<file path="config.mk">
export PLATFORM = sky130hd
export DESIGN_NAME = compare_tally_flat
export DESIGN_NICKNAME = d
export VERILOG_FILES = /design/src/rtl/compare_tally_if.sv /design/src/rtl/compare_tally.sv /design/src/flat_wrapper.sv
export SDC_FILE = /design/constraint.sdc
export NUM_CORES = 1
export LEC_CHECK = 0
export CAP_MARGIN = 0
export CORE_MARGIN = 10
export CORE_UTILIZATION = 36
export CTS_BUF_LIST = sky130_fd_sc_hd__clkbuf_8
export DETAILED_ROUTE_END_ITERATION = 7
export PLACE_DENSITY = 0.66
export SKIP_CTS_REPAIR_TIMING = 1
export SLEW_MARGIN = 20
export SYNTH_ARGS = -nofsm -noshare
export SYNTH_HDL_FRONTEND = slang
export SYNTH_SLANG_ARGS = --single-unit
</file>
<file path="constraint.sdc">
create_clock -name clk -period 2.5 [get_ports clk]
set_input_delay 0.5 -clock clk [delete_from_list [all_inputs] [get_ports clk]]
set_output_delay 0.5 -clock clk [all_outputs]
set_load 0.02 [all_outputs]
</file>
<file path="src/rtl/compare_tally_if.sv">
// Sample/result bundle between a magnitude comparator and the compare_tally
// statistics stage. The master drives samples and clear; the slave reports tallies.
interface compare_tally_if #(
    parameter int CNT_W = 8
);
    logic             clr;
    logic             in_valid;
    logic             gt;
    logic             lt;
    logic             eq;
    logic [CNT_W-1:0] gt_cnt;
    logic [CNT_W-1:0] lt_cnt;
    logic [CNT_W-1:0] eq_cnt;
    logic [3:0]       run_len;
    logic [1:0]       last_res;
    logic             locked;
    logic             err;

    modport master (
        output clr, in_valid, gt, lt, eq,
        input  gt_cnt, lt_cnt, eq_cnt, run_len, last_res, locked, err
    );

    modport slave (
        input  clr, in_valid, gt, lt, eq,
        output gt_cnt, lt_cnt, eq_cnt, run_len, last_res, locked, err
    );
endinterface

</file>
<file path="src/rtl/compare_tally.sv">
// Saturating tallies of comparator outcomes, equal-run tracking and a lock flag
// once the run of equal results reaches LOCK_RUN. All outputs are registered.
module compare_tally #(
    parameter int CNT_W    = 8,
    parameter int LOCK_RUN = 3
) (
    input  logic                   clk,
    input  logic                   rst_n,
    compare_tally_if.slave         s
);
    typedef enum logic [1:0] {
        IDLE   = 2'd0,
        TRACK  = 2'd1,
        LOCKED = 2'd2
    } state_t;

    localparam logic [CNT_W-1:0] CNT_ONE  = CNT_W'(1);
    localparam logic [3:0]       RUN_MAX  = 4'd15;
    localparam logic [3:0]       LOCK_LEN = 4'(LOCK_RUN);

    state_t           r_state;
    logic [CNT_W-1:0] r_gt_cnt;
    logic [CNT_W-1:0] r_lt_cnt;
    logic [CNT_W-1:0] r_eq_cnt;
    logic [3:0]       r_run_len;
    logic [1:0]       r_last_res;
    logic             r_err;

    state_t           w_state_nxt;
    logic [CNT_W-1:0] w_gt_nxt;
    logic [CNT_W-1:0] w_lt_nxt;
    logic [CNT_W-1:0] w_eq_nxt;
    logic [3:0]       w_run_nxt;
    logic [3:0]       w_run_inc;
    logic [1:0]       w_last_nxt;
    logic             w_err_nxt;
    logic             w_onehot;

    assign w_onehot  = $onehot({s.gt, s.lt, s.eq});
    assign w_run_inc = (r_run_len == RUN_MAX) ? RUN_MAX : r_run_len + 4'd1;

    always_comb begin
        // NOTE: every signal gets a hold default first so no path leaves it unassigned (no latch).
        w_state_nxt = r_state;
        w_gt_nxt    = r_gt_cnt;
        w_lt_nxt    = r_lt_cnt;
        w_eq_nxt    = r_eq_cnt;
        w_run_nxt   = r_run_len;
        w_last_nxt  = r_last_res;
        w_err_nxt   = r_err;

        if (s.clr) begin
            // Clear wins over any sample presented in the same cycle.
            w_state_nxt = IDLE;
            w_gt_nxt    = '0;
            w_lt_nxt    = '0;
            w_eq_nxt    = '0;
            w_run_nxt   = '0;
            w_last_nxt  = 2'b00;
            w_err_nxt   = 1'b0;
        end else if (s.in_valid && !w_onehot) begin
            w_err_nxt = 1'b1;
        end else if (s.in_valid) begin
            if (s.eq) begin
                if (r_eq_cnt != '1) w_eq_nxt = r_eq_cnt + CNT_ONE;
                w_run_nxt  = w_run_inc;
                w_last_nxt = 2'b11;
                if (w_run_inc >= LOCK_LEN || r_state == LOCKED) w_state_nxt = LOCKED;
                else                                             w_state_nxt = TRACK;
            end else begin
                if (s.gt) begin
                    if (r_gt_cnt != '1) w_gt_nxt = r_gt_cnt + CNT_ONE;
                    w_last_nxt = 2'b10;
                end else begin
                    if (r_lt_cnt != '1) w_lt_nxt = r_lt_cnt + CNT_ONE;
                    w_last_nxt = 2'b01;
                end
                w_run_nxt   = '0;
                w_state_nxt = TRACK;
            end
        end
    end

    // NOTE: sequential state uses non-blocking assignments so all registers update together.
    always_ff @(posedge clk) begin
        if (!rst_n) begin
            r_state    <= IDLE;
            r_gt_cnt   <= '0;
            r_lt_cnt   <= '0;
            r_eq_cnt   <= '0;
            r_run_len  <= '0;
            r_last_res <= 2'b00;
            r_err      <= 1'b0;
        end else begin
            r_state    <= w_state_nxt;
            r_gt_cnt   <= w_gt_nxt;
            r_lt_cnt   <= w_lt_nxt;
            r_eq_cnt   <= w_eq_nxt;
            r_run_len  <= w_run_nxt;
            r_last_res <= w_last_nxt;
            r_err      <= w_err_nxt;
        end
    end

    assign s.gt_cnt   = r_gt_cnt;
    assign s.lt_cnt   = r_lt_cnt;
    assign s.eq_cnt   = r_eq_cnt;
    assign s.run_len  = r_run_len;
    assign s.last_res = r_last_res;
    assign s.locked   = (r_state == LOCKED);
    assign s.err      = r_err;
endmodule

</file>
<file path="src/flat_wrapper.sv">
// flat-port wrapper written by rule: the top's interface ports become plain ports
module compare_tally_flat 
#(
    parameter int CNT_W    = 8,
    parameter int LOCK_RUN = 3
)
  (clk, rst_n, s_clr, s_in_valid, s_gt, s_lt, s_eq, s_gt_cnt, s_lt_cnt, s_eq_cnt, s_run_len, s_last_res, s_locked, s_err);
  compare_tally_if #(.CNT_W(CNT_W)) s_i ();
  input  logic clk;
  input  logic rst_n;
  input wire logic [$bits(s_i.clr)-1:0] s_clr;
  input wire logic [$bits(s_i.in_valid)-1:0] s_in_valid;
  input wire logic [$bits(s_i.gt)-1:0] s_gt;
  input wire logic [$bits(s_i.lt)-1:0] s_lt;
  input wire logic [$bits(s_i.eq)-1:0] s_eq;
  output wire logic [$bits(s_i.gt_cnt)-1:0] s_gt_cnt;
  output wire logic [$bits(s_i.lt_cnt)-1:0] s_lt_cnt;
  output wire logic [$bits(s_i.eq_cnt)-1:0] s_eq_cnt;
  output wire logic [$bits(s_i.run_len)-1:0] s_run_len;
  output wire logic [$bits(s_i.last_res)-1:0] s_last_res;
  output wire logic [$bits(s_i.locked)-1:0] s_locked;
  output wire logic [$bits(s_i.err)-1:0] s_err;
  assign s_i.clr = s_clr;
  assign s_i.in_valid = s_in_valid;
  assign s_i.gt = s_gt;
  assign s_i.lt = s_lt;
  assign s_i.eq = s_eq;
  assign s_gt_cnt = s_i.gt_cnt;
  assign s_lt_cnt = s_i.lt_cnt;
  assign s_eq_cnt = s_i.eq_cnt;
  assign s_run_len = s_i.run_len;
  assign s_last_res = s_i.last_res;
  assign s_locked = s_i.locked;
  assign s_err = s_i.err;
  compare_tally #(.CNT_W(CNT_W), .LOCK_RUN(LOCK_RUN)) u_core (.clk(clk), .rst_n(rst_n), .s(s_i));
endmodule
</file>
==> results of run 1 <==
## tightest hold or removal path, cell delays in order, from the launching register on
cell and delay [ns]:
dfxtp_1 0.31, nand2_1 0.05, a21oi_1 0.06
## cell type report
| type | instances | area (sq um) | area share |
|---|---|---|---|
| multi-input combinational | 143 | 967.2 | 0.4068 |
| sequential | 33 | 660.6 | 0.2779 |
| timing repair buffer | 56 | 528.0 | 0.2221 |
| clock buffer | 5 | 68.82 | 0.02895 |
| clock inverter | 3 | 65.06 | 0.02737 |
| tap | 52 | 65.06 | 0.02737 |
| inverter | 6 | 22.52 | 0.009474 |
## worst max path at each step
stage	startpoint	to	slack [ns]	cells past startpoint
finish	s_eq	u_core.s.eq_cnt[5]	0.09	7
global route	s_eq	u_core.s.gt_cnt[7]	0.01	7
CTS	s_eq	u_core.s.eq_cnt[5]	0.03	7
detailed placement	s_eq	u_core.s.eq_cnt[5]	-0.24	7
global placement	s_eq	u_core.s.eq_cnt[5]	-0.23	7
floorplan	s_eq	u_core.s.eq_cnt[5]	0.14	7
## power by group through the flow
stage	combinational (mW)	clock [mW]	sequential, mW
final	0.0962	0.598	0.532
after global routing	0.104	0.640	0.532
after CTS	0.0961	0.616	0.532
after detailed placement	0.0952	0	0.544
after global placement	0.0944	0	0.544
after floorplan	0.0451	0	0.547
## Yosys cell counts, types with 3 or more instances
library cell  instances
nand2_1              11
inv_1                 6
nand4_1               3
a31oi_1               3
nor2_1               18
o31ai_1               5
dfxtp_1              33
nor3_1                9
nand2b_1              3
xor2_1                6
o21ai_0               3
and3_1                3
a211oi_1              5
o211ai_1              6
a21oi_1              14
and4b_1               3
mux2i_1               3
clkbuf_1              3
or4_1                 4
nand3_1              11
ha_1                  6
## per-stage QoR
| step | hold WS [ns] | TNS [ns] | instances |
|---|---|---|---|
| 2_1_floorplan | 0.4318 | 0 | 188 |
| 3_3_place_gp | 0.4413 | -1.755 | 290 |
| 3_5_place_dp | 0.4558 | -2.282 | 290 |
| 4_1_cts | 0.4669 | 0 | 298 |
| 5_1_grt | 0.5045 | 0 | 298 |
| 6_report | 0.4717 | 0 | 298 |
## per-layer routing
| metal | global-route usage | vias to the layer above | share of wire |
|---|---|---|---|
| li1 | - | 814 | - |
| met1 | 0.1276 | 709 | 0.47 |
| met2 | 0.1681 | 34 | 0.43 |
| met3 | 0.05571 | 4 | 0.086 |
| met4 | 0.03852 | 0 | 0.010 |
| met5 | 0 | - | 0 |
## state kept, by name, indices dropped and copies added, names as in the netlist
register and flops:
u_core.s.err 1, u_core.r_state 2, u_core.s.lt_cnt 8, u_core.s.gt_cnt 8, u_core.s.eq_cnt 8, u_core.s.run_len 4
u_core.s.last_res 2
## cell families (layout without fill, tap and decap cells)
kind of cell,count (synthesis),after routing,share of synthesized area
simple gates,81,81,0.2767
compound gates,44,44,0.1810
flops,33,33,0.3949
buf+inv,12,70,0.03067
xor+xnor,8,8,0.04189
fa+ha+maj,7,7,0.05684
mux,3,3,0.01795
## cell usage in the layout, fill, tap and decap left out, types with 2 or more instances in the layout
| cell type | netlist | final |
|---|---|---|
| a211oi_1 | 5 | 5 |
| a21oi_1 | 14 | 13 |
| a31oi_1 | 3 | 3 |
| and3_1 | 3 | 3 |
| and4_1 | 2 | 2 |
| and4b_1 | 3 | 3 |
| buf_4 | 1 | 17 |
| bufinv_16 | 0 | 2 |
| clkbuf_8 | 0 | 5 |
| clkdlybuf4s50_1 | 0 | 38 |
| dfxtp_1 | 33 | 33 |
| ha_1 | 6 | 6 |
| inv_1 | 6 | 6 |
| mux2i_1 | 3 | 3 |
| nand2_1 | 11 | 11 |
| nand2b_1 | 3 | 3 |
| nand3_1 | 11 | 11 |
| nand4_1 | 3 | 3 |
| nor2_1 | 18 | 18 |
| nor2b_1 | 2 | 2 |
| nor3_1 | 9 | 9 |
| o211a_1 | 2 | 2 |
| o211ai_1 | 6 | 6 |
| o21ai_0 | 3 | 3 |
| o31ai_1 | 5 | 5 |
| or3_1 | 2 | 2 |
| or4_1 | 4 | 4 |
| xnor2_1 | 2 | 2 |
| xor2_1 | 6 | 6 |
==> flow_summary.rst, run 1 <==
.. list-table::
   :header-rows: 1

   * - Metric
     - Value
   * - Worst Slack Setup Final
     - 0.08963 ns
   * - Startpoint kind of the worst setup timing path
     - input port
   * - Count of unique library cells instantiated by Yosys
     - 45
   * - Count of input and output buffers
     - 38
   * - Worst-margin pin slew
     - 0.3268 ns
   * - Slowest CP cell
     - or4_1
   * - Prevailing post-synth register cell
     - dfxtp_1
   * - Main area contributors after synthesis
     - dfxtp_1 39%, ha_1 4.5%, a21oi_1 4.2%, nor2_1 4.0%, nand3_1 3.3%
   * - Top-Level Pins
     - 39
   * - Routed wire length
     - approximately 4200 microns
   * - Power after layout
     - roughly 1.2 mW
   * - Initial Utilization
     - 0.3790
   * - CTS tree
     - yes
   * - Buffers and inverters on the worst path
     - 2
   * - Fmax
     - 414.9 MHz
   * - Min-Delay Endpoint
     - u_core.r_state[1]
   * - Post-synthesis cell count
     - around 190
   * - Number of enable flip-flop cells after synthesis
     - 0
   * - Sequence of cells on the critical path
     - clkdlybuf4s50_1, inv_1, fa_2, and4b_4, o21ai_4, or4_1, a21oi_2
   * - Outcome
     - complete, no violations
   * - Proportion of power drawn by the clock network
     - 0.488
   * - Sum of overflow across all layers after global routing
     - 0
   * - Worst slack at placement
     - -0.2397 ns
   * - Largest net degree at the start of global routing
     - 32
   * - Die outline width
     - 88.17 microns
   * - Leak pwr
     - around 0.9 nW
   * - Layout cells sized above 1
     - 0.1341
   * - Total cell area at the placement stage
     - roughly 2200 sq um
   * - Per-instance average area after synthesis
     - 8.898 sq um
   * - RR Startpoint
     - u_core.s.gt_cnt[0]
   * - Top-area cell type share of the netlist area
     - 0.3949
   * - Setup repair after global routing missed its margin
     - false
   * - DR pass1 iterations
     - 4
   * - Number of endpoints failing setup at the final stage
     - 0
   * - Worst max-slew margin expressed relative to the limit
     - 0.7803
   * - Number of maximum-capacitance constraint violations
     - 0
   * - Post-route fraction of the period consumed by the critical path
     - 0.9641
   * - Die ar.
     - ~7800 sq um
   * - Required time at the endpoint of the critical path
     - about 2.7 ns
   * - Worst clock skew
     - between 0.01 and 0.015 ns
   * - Buffer type at the clock tree root
     - clkbuf_8
   * - Yosys reg bits
     - 33
   * - DRC
     - 0
   * - Power density relative to cell area
     - between 500 and 600 nW/um^2
   * - Post-synth design cell area
     - 1673 sq um
   * - Kind of critical path
     - input port to flop
   * - Tot GR Track Use
     - 0.1092
   * - Maximum ir drop on the vdd rail
     - 0.2303 mV
   * - Core ar.
     - around 4400 sq um
   * - P&R area growth vs syn
     - 42.11%
   * - Fraction of the yosys area taken by sequential cells
     - 0.3949
   * - H-tree Lvls
     - 2
   * - Ys async rst share
     - 0
   * - Crit-path max FO
     - 6
   * - Cell taking the most area after synthesis
     - dfxtp_1
   * - Worst path top cell family by delay
     - simple AND/OR/NAND/NOR gates
   * - RR Endpoint
     - u_core.s.gt_cnt[1]
   * - Source-to-sink clock delay at the later pin of the worst-skew pair
     - approximately 0.29 ns
   * - Num CTS Buffers
     - 5
   * - Wire length per cell
     - roughly 14 microns
   * - Reg2Reg Setup Slack
     - between 0.8 and 0.9 ns
   * - Sequential group share of total power
     - 0.434
   * - Reg2reg path depth
     - 6
   * - Initial antenna violation count
     - 0
   * - Max-slew violation count
     - 0
   * - Half-perimeter wire length of the detailed placement result
     - approximately 3000 microns
   * - Worst min path class
     - flop to flop
   * - Delay of the slowest cell on the worst path
     - 0.51 ns
   * - Element type at the critical path end
     - flop
   * - Via count
     - 1561
   * - Minimum clock period
     - approximately 2.4 ns
   * - Antenna diode instance count
     - 0
   * - Start point of the worst hold path
     - u_core.r_state[1]
   * - Number of nets in the finished design
     - between 200 and 300
   * - Count of endpoints failing hold in the final timing report
     - 0
   * - Row count
     - 24
   * - Buffer depth of the longest clock path
     - 2
   * - Utilization after layout
     - 0.5385
   * - Net count after synthesis
     - slightly above 200
   * - Final std cell area, no fill
     - about 2400 sq um
   * - Net switching fraction of the power
     - 0.2049
   * - GP Congestion
     - slightly below 0.8
   * - Sinks on Clock Net
     - 33
   * - Worst Hold Depth
     - 2
   * - Vertical die dimension
     - approximately 88 microns
   * - Detailed-route vias per instance
     - around 5.2
   * - Pint
     - between 0.9 and 1 mW
   * - First-pass GRT wire length
     - between 6000 and 7000 microns
   * - Portion of total power attributed to combinational logic
     - 0.079
   * - Clk slew on worst S/H paths
     - roughly 0.08 ns
   * - Number of warnings printed during yosys synthesis
     - 0
   * - Number of global-route vias before repair
     - 1495
   * - Sw Pwr
     - between 0.2 and 0.3 mW
   * - Number of routed nets with antenna violations
     - 0
   * - Fillers
     - roughly 410
   * - First DRT Iteration DRCs
     - 65
   * - Arr. time, crit path
     - approximately 2.6 ns
(Power assumes the default switching activity.)
==> inputs of run 2 (changes only) <==
- HOLD_SLACK_MARGIN: unset -> 0.15
==> results of run 2 <==
Final layout, timing and power as in run 1 (identical DEF).
